## src/rtl/sram_pkg.sv

```systemverilog
// Shared types and helpers for the simple-dual-port SRAM slice.
package sram_pkg;

  typedef enum logic {S_CLEAR, S_READY} state_t;

  localparam int BYTE_W = 8;

  // Lanes per data word; the SRAM requires D_WIDTH to be a multiple of 8.
  function automatic int byte_lanes(input int d_width);
    return d_width / BYTE_W;
  endfunction

  // Even-parity bit for one stored byte.
  function automatic logic byte_parity(input logic [7:0] b);
    return ^b;
  endfunction

endpackage

```

## src/rtl/sram_sdp_clear_fsm.sv

```systemverilog
// Clear engine for sram_sdp: walks caddr 0..DEPTH-1 after reset or a clr request.
//
// state   | meaning
// --------+-----------------------------------------------------------
// S_CLEAR | writing INIT_VAL to mem[caddr], one word per cycle, busy=1
// S_READY | ports open, busy=0; clr restarts the sweep from address 0
module sram_sdp_clear_fsm
  import sram_pkg::*;
#(
  parameter int A_WIDTH = 4,
  parameter int DEPTH   = 2**A_WIDTH
) (
  input  logic               clk,
  input  logic               rst,
  input  logic               clr,
  output logic               busy,
  output logic               cwe,
  output logic [A_WIDTH-1:0] caddr
);

  state_t state;

  always_ff @(posedge clk) begin
    if (rst) begin
      state <= S_CLEAR;
      caddr <= '0;
      busy  <= 1'b1;
    end else begin
      case (state)
        S_CLEAR: begin
          if (caddr == A_WIDTH'(DEPTH - 1)) begin
            state <= S_READY;
            caddr <= '0;
            busy  <= 1'b0;
          end else begin
            caddr <= caddr + A_WIDTH'(1);
          end
        end
        S_READY: begin
          if (clr) begin
            state <= S_CLEAR;
            caddr <= '0;
            busy  <= 1'b1;
          end
        end
        default: begin
          state <= S_CLEAR;
          caddr <= '0;
          busy  <= 1'b1;
        end
      endcase
    end
  end

  assign cwe = (state == S_CLEAR);

endmodule

```

## src/rtl/sram_sdp.sv

```systemverilog
// Simple-dual-port SRAM with byte enables, optional output register and clear engine.
// Build with SRAM_SDP_PARITY_EN to store per-byte even parity and report it on perr.
module sram_sdp
  import sram_pkg::*;
#(
  parameter int                 D_WIDTH  = 8,
  parameter int                 A_WIDTH  = 4,
  parameter int                 DEPTH    = 2**A_WIDTH,
  parameter int                 OUT_REG  = 0,
  parameter int                 RDW_NEW  = 0,
  parameter logic [D_WIDTH-1:0] INIT_VAL = '0
) (
  input  logic                       clk,
  input  logic                       rst,
  input  logic                       clr,
  output logic                       busy,
  input  logic                       wcen,
  input  logic [byte_lanes(D_WIDTH)-1:0] wbe,
  input  logic [A_WIDTH-1:0]         wa,
  input  logic [D_WIDTH-1:0]         wd,
  input  logic                       rcen,
  input  logic [A_WIDTH-1:0]         ra,
  output logic [D_WIDTH-1:0]         q,
  output logic                       q_valid,
  output logic                       perr
);

  localparam int BYTES = byte_lanes(D_WIDTH);

  logic               cwe;
  logic [A_WIDTH-1:0] caddr;

  sram_sdp_clear_fsm #(
    .A_WIDTH(A_WIDTH),
    .DEPTH  (DEPTH)
  ) u_clear (
    .clk  (clk),
    .rst  (rst),
    .clr  (clr),
    .busy (busy),
    .cwe  (cwe),
    .caddr(caddr)
  );

  logic [D_WIDTH-1:0] mem [DEPTH];

  logic wa_ok, ra_ok, wr_acc, rd_acc, rdw_hit;

  assign wa_ok   = int'(wa) < DEPTH;
  assign ra_ok   = int'(ra) < DEPTH;
  assign wr_acc  = !rst && !busy && !wcen && wa_ok;
  assign rd_acc  = !rst && !busy && !rcen;
  assign rdw_hit = (RDW_NEW != 0) && wr_acc && ra_ok && (wa == ra);

  // Clear writes win; the write port is already locked out while busy.
  always_ff @(posedge clk) begin
    if (cwe) begin
      mem[caddr] <= INIT_VAL;
    end else if (wr_acc) begin
      for (int i = 0; i < BYTES; i++) begin
        if (wbe[i]) mem[wa][8*i +: 8] <= wd[8*i +: 8];
      end
    end
  end

`ifdef SRAM_SDP_PARITY_EN
  logic [BYTES-1:0] par_mem [DEPTH];

  always_ff @(posedge clk) begin
    if (cwe) begin
      for (int i = 0; i < BYTES; i++) par_mem[caddr][i] <= byte_parity(INIT_VAL[8*i +: 8]);
    end else if (wr_acc) begin
      for (int i = 0; i < BYTES; i++) begin
        if (wbe[i]) par_mem[wa][i] <= byte_parity(wd[8*i +: 8]);
      end
    end
  end
`endif

  logic [D_WIDTH-1:0] rd_word;
  logic               rd_perr;

  // Bytes merged from wd are fresh, so only untouched bytes can flag parity.
  always_comb begin
    rd_word = '0;
    rd_perr = 1'b0;
    if (ra_ok) begin
      rd_word = mem[ra];
`ifdef SRAM_SDP_PARITY_EN
      for (int i = 0; i < BYTES; i++) begin
        if (!(rdw_hit && wbe[i]) &&
            (par_mem[ra][i] != byte_parity(mem[ra][8*i +: 8])))
          rd_perr = 1'b1;
      end
`endif
      if (rdw_hit) begin
        for (int i = 0; i < BYTES; i++) begin
          if (wbe[i]) rd_word[8*i +: 8] = wd[8*i +: 8];
        end
      end
    end
  end

  logic [D_WIDTH-1:0] q1;
  logic               v1, p1;

  always_ff @(posedge clk) begin
    if (rst) begin
      q1 <= '0;
      v1 <= 1'b0;
      p1 <= 1'b0;
    end else begin
      v1 <= rd_acc;
      if (rd_acc) begin
        q1 <= rd_word;
        p1 <= rd_perr;
      end
    end
  end

  generate
    if (OUT_REG != 0) begin : g_oreg
      logic [D_WIDTH-1:0] q2;
      logic               v2, p2;

      always_ff @(posedge clk) begin
        if (rst) begin
          q2 <= '0;
          v2 <= 1'b0;
          p2 <= 1'b0;
        end else begin
          v2 <= v1;
          if (v1) begin
            q2 <= q1;
            p2 <= p1;
          end
        end
      end

      assign q       = q2;
      assign q_valid = v2;
      assign perr    = p2 & v2;
    end else begin : g_noreg
      assign q       = q1;
      assign q_valid = v1;
      assign perr    = p1 & v1;
    end
  endgenerate

endmodule
```

## config.mk

```make
export PLATFORM = sky130hd
export DESIGN_NAME = sram_sdp
export DESIGN_NICKNAME = d
export VERILOG_FILES = /design/src/rtl/sram_pkg.sv /design/src/rtl/sram_sdp_clear_fsm.sv /design/src/rtl/sram_sdp.sv
export SDC_FILE = /design/constraint.sdc
export NUM_CORES = 1
export LEC_CHECK = 0
export ABC_AREA = 1
export CAP_MARGIN = 20
export CORE_MARGIN = 3
export CORE_UTILIZATION = 62
export CTS_BUF_LIST = sky130_fd_sc_hd__clkbuf_4
export DETAILED_ROUTE_END_ITERATION = 10
export GPL_TIMING_DRIVEN = 1
export PLACE_DENSITY = 0.9
export SYNTH_ARGS = -nofsm -noshare
export SYNTH_HDL_FRONTEND = slang
export SYNTH_SLANG_ARGS = --single-unit
```

## constraint.sdc

```tcl
create_clock -name clk -period 2.45 [get_ports clk]
set_input_delay 0.49 -clock clk [delete_from_list [all_inputs] [get_ports clk]]
set_output_delay 0.49 -clock clk [all_outputs]
set_load 0.01 [all_outputs]
```

# After elaboration in Yosys (flattened, before gate mapping)
# Memory sizes are Yosys's and may differ from the RTL's. A register that Yosys moved wholly into a read port is not among the register bits.
# Index checks and enable logic that the tools add are counted.
# op_classes
bitwise	1
reduce_logical	9
mux	17
n_eq_ne	3
add_sub_neg	1
# ops
cell	count
4-bit two-way mux	3
1-bit two-way mux	10
8-bit two-way mux	1
4-bit case mux with 2 select lines	1
8-bit OR reduction	1
4-bit by 1-bit adder with 4-bit output, second input constant	1
4-bit == test, second input constant	1
1-bit logical NOT	4
1-bit case mux with 2 select lines	2
1-bit logical AND	3
2-bit by 1-bit != test with 1-bit output, second input constant	1
2-bit != test, second input constant	1
2-bit AND reduction	1
1-bit NOT	1
# totals
memories	1
ramBits	128
register_bits	7
# mem_list
memory	words	word_bits	read_ports	rd_ports_with_merged_regs	write_ports	line	rtl
mem	16	8	1	1	1	sram_sdp.sv:45	logic [D_WIDTH-1:0] mem [DEPTH];

# Depth between registers and ports, before layout
# depth
depth_word	8
mapped_depth	10
ltp_nobuf	9

# Hierarchy
# From an unflattened synthesis, not the netlist that was laid out.
# unflattened
hier_cells	646
area_unflattened_um2	6304.8
# by_module_without_submodules
mod	cells_each	area_per_inst_um2	n_inst	seq_area_each_um2
sram_sdp	610	6029.5	1	4023.9
sram_sdp_clear_fsm	36	275.3	1	120.1

# Worst setup path before layout
# No wires, ideal clock.
# synth_timing
path_type	input-to-reg
from	input port wbe
to	memory mem[0][0] (enable)
required_ns	2.080
setup_ns	0.370
setup_slack_ns	0.520
t_arrival_ns	1.559
n_path_buf	1
stages	9
path_cell_list	inv_1 -> nor2_2 -> nand3_4 -> buf_6 -> nand2_2 -> o21ai_2 -> inv_2 -> nand2_2 -> nor2_1
# synth_via
elab_chain_len	6
elab_cells_between_ends	7
cone_classes	mux: 6; reduce/logical: 1
# synth_rtl
element	line	rtl
from (decl)	sram_sdp.sv:18	input logic [byte_lanes(D_WIDTH)-1:0] wbe,
1-bit two-way mux *	sram_sdp.sv:61	if (wbe[i]) mem[wa][8*i +: 8] <= wd[8*i +: 8];
1-bit two-way mux *	sram_sdp.sv:59	end else if (wr_acc) begin
1-bit two-way mux *	sram_sdp.sv:57	if (cwe) begin
1-bit two-way mux (implied by the code) *	sram_sdp.sv:61	
8-bit OR reduction (no line)	-	
4-bit two-way mux (no line) / 1-bit two-way mux (equally long branches)	-	
to (decl)	sram_sdp.sv:45	
# Every way passes the cells marked *; elsewhere a longest branch is shown, timed or not.

# Worst setup path after layout
# layout_timing
from	register u_clear.busy
to	output port busy
# layout_rtl
element	line	rtl
from (decl)	sram_sdp_clear_fsm.sv:16	output logic busy,
from (signal assigned)	sram_sdp_clear_fsm.sv:27	busy <= 1'b1;
from (signal assigned)	sram_sdp_clear_fsm.sv:34	busy <= 1'b0;
from (signal assigned)	sram_sdp_clear_fsm.sv:43	busy <= 1'b1;
to (decl)	sram_sdp.sv:16	output logic busy,
# No word-level cell between the ends.

==> metrics.md <==
| Metric | Value |
|---|---|
| DRT antenna net count | `0` |
| Die Span Y | `106 um` |
| Cell variety after synth | `26` |
| Unrepaired setup endpoints after global routing | `no` |
| Most frequent cells in the layout | `229 x nand2_1, 128 x edfxtp_1, 95 x inv_1` |
| Final clock period utilization by the worst path | `81.5%` |
| Area grow syn2layout | `13.3%` |
| Peak VDD IR | `0.310 mV` |
| CTS clk-pin slew, worst paths | `130 ps` |
| HP Class | `reg -> reg` |
| Clock Path Buffers | `2` |
| Crit path largest cell delay | `570 ps` |
| Starting density of the core | `64.0%` |
| Post-cts resize count | `0` |
| Worst-margin pin slew | `1020 ps` |
| # DRC | `0` |
| Design area | `0.00709 mm2` |
| Vias in the first global route | `4601` |
| Sequential share of the synthesized area | `66.3%` |
| Largest net degree at the start of global routing | `33` |
| Critical path launch point type | `flip-flop` |
| Leading cell type in the layout, fill and taps excluded | `nand2_1` |
| Crit path cell chain | `clkdlybuf4s50_1` |
| Vias | `4634` |
| Mean post-synth cell area | `9.76 um2` |
| Reg-to-reg slack, setup | `620 ps` |
| Final setup fails | `0` |
| Tot GR Track Use | `28.5%` |
| DP Wirelength | `9.65 mm` |
| WL final | `15.0 mm` |
| Placement Cell Area | `0.00683 mm2` |
| TritonCTS clock tree | `done` |
| Max Cap Violations | `0` |
| Switching share of power | `24.5%` |
| # Post-CTS Setup Buffers | `0` |
| P_leak | `0.00311 uW` |
| Clock power share | `31.3%` |
| Clock latency on the worst-skew pair | `540 ps` |
| Nets | `720` |
| Die span in x | `106 um` |
| GRT overflow | `0` |
| 1st-pass router iterations | `6` |
| CP required | `1960 ps` |
| Final Max Slew Viols | `0` |
| CTS Buf Count | `17` |
| Cell Rows | `36` |
| Share of layout cells above drive strength 1 | `11.0%` |
| Clk root buf | `clkbuf_4` |
| Part of the power in combinational logic | `7.4%` |
| Drt via density | `5.50` |
| Port Buffers | `31` |
| Critical Path AT | `1510 ps` |
| Crit-path slowest cell | `clkdlybuf4s50_1` |
| Synthesized instance count | `641` |
| Placer congestion estimate | `0.902` |
| Peak fanout along the critical path | `2` |
| Reg area | `0.00414 mm2` |
| F_max | `501 MHz` |
| WS Path Type | `reg -> out` |
| First-pass GRT wire length | `23.8 mm` |
| Antenna diodes | `0` |
| PD cells | `617 mW/mm2` |
| Worst Skew | `23.0 ps` |
| Worst setup EP type | `output pin` |
| Final-layout fill cell count | `637` |
| Initial antenna violation count | `0` |
| Mapped Area | `0.00625 mm2` |
| Post-layout minimum cycle time | `2000 ps` |
| Worst path buffer plus inverter count | `1` |
| # IOs | `33` |
| Flop pwr share | `61.3%` |
| H-tree Lvls | `4` |
| Average wire per standard cell | `17.8 um` |
| # hold bufs at CTS | `0` |
| Max-slew headroom | `31.9%` |
| Hold Vio Cnt, Final | `0` |
| Status | `complete, no violations` |
| Syn_nets | `664` |
| FF+latch count, synth | `143` |
| CP top delay family | `buffers and inverters` |
| Die Area | `0.0113 mm2` |
| Net switching power | `1070 uW` |
| Iter 0 DRT Violations | `594` |
| Yosys warns | `0` |
| Int Power | `3300 uW` |
| Area of the multi-input gates | `0.00160 mm2` |
| Post-Route Setup TNS | `0 ps` |
| Sink Count | `143` |
| Core ar. | `0.00977 mm2` |
[power by group through the flow]
stage	Clock (uW)	Sequential (uW)	Combinational [uW]
finish	1370	2680	324
global route	1470	2690	355
CTS	1380	2680	317
detailed placement	0	2740	310
global placement	0	2740	296
floorplan	0	2730	200
[final timing paths]
| kind | depth (start not counted) | start | endpoint |
|---|---|---|---|
| worst max register to register | 6 | u_clear.busy$_SDFFE_PP1P_ | mem[3][2]$_DFFE_PP_ |
| worst min register to register | 2 | u_clear.caddr[3]$_SDFFE_PP0P_ | u_clear.caddr[3]$_SDFFE_PP0P_ |
| worst max-delay path | 1 | u_clear.busy$_SDFFE_PP1P_ | busy |
| worst min-delay path | 2 | u_clear.caddr[3]$_SDFFE_PP0P_ | u_clear.caddr[3]$_SDFFE_PP0P_ |
[cell usage after synthesis]
cell type / number / area, um2
o21bai_1: 1 / 7.51
nor2_4: 2 / 22.5
o21ai_1: 2 / 10.0
nand2_2: 5 / 31.3
clkbuf_1: 6 / 22.5
nor2_1: 26 / 97.6
edfxtp_1: 128 / 3840
buf_1: 2 / 7.51
o21ai_2: 2 / 17.5
nand2_1: 229 / 860
xor2_1: 1 / 8.76
inv_1: 95 / 357
dfxtp_1: 15 / 300
clkinv_1: 1 / 3.75
ha_1: 1 / 12.5
buf_2: 12 / 60.1
conb_1: 1 / 3.75
nand3_1: 94 / 470
a21oi_1: 5 / 25.0
nor3_1: 1 / 5.00
o21ai_0: 1 / 5.00
buf_4: 5 / 37.5
inv_2: 3 / 11.3
nand3_4: 1 / 17.5
buf_6: 1 / 11.3
nor2_2: 1 / 6.26
[cells by family (layout without fill, tap and decap cells)]
group                    count (synthesis)  after routing  share of synthesized area (%)
AO/OA/AOI/OAI                           11             11                           1.04
XOR/XNOR                                 1              1                          0.140
adder cells (fa/ha/maj)                  1              1                          0.200
buffers and inverters                  125            194                           8.16
flip-flops                             143            143                           66.3
other                                    1              1                         0.0600
AND/OR/NAND/NOR                        359            359                           24.1
[per-layer routing]
metal / GRT usage [%] / part of all wire (%) / up-vias
met5: 0 / 0 / -
met4: 11.9 / 3.1 / 0
met3: 6.86 / 9.2 / 55
met2: 48.0 / 50 / 293
met1: 35.7 / 37 / 2119
li1: - / - / 2167
[cell type report]
type / instances / area share (%)
clock buffer: 19 / 2.01
sequential: 143 / 58.5
inverter: 99 / 5.24
timing repair buffer: 63 / 7.70
multi-input combinational: 373 / 22.6
clock inverter: 13 / 1.68
tap: 133 / 2.35
[flip-flops by register name, summed over array words and instances (netlist names)]
register       count
mem              128
u_clear.caddr      4
q_valid            1
u_clear.state      1
u_clear.busy       1
q                  8
[per-stage QoR]
| stage | instances | utilization, % | hold WS, ps | total power (uW) | worst slack, ps |
|---|---|---|---|---|---|
| 3_5_place_dp | 811 | 69.9 | 486 | 3050 | 41.9 |
| 6_report | 843 | 72.5 | 502 | 4370 | 452 |
| 3_3_place_gp | 811 | 69.9 | 467 | 3030 | 62.6 |
| 5_1_grt | 843 | 72.5 | 529 | 4510 | 360 |
| 2_1_floorplan | 641 | - | 451 | 2930 | 520 |
| 4_1_cts | 843 | 72.5 | 502 | 4380 | 401 |
No activity file was read; power rests on OpenSTA's default activity.
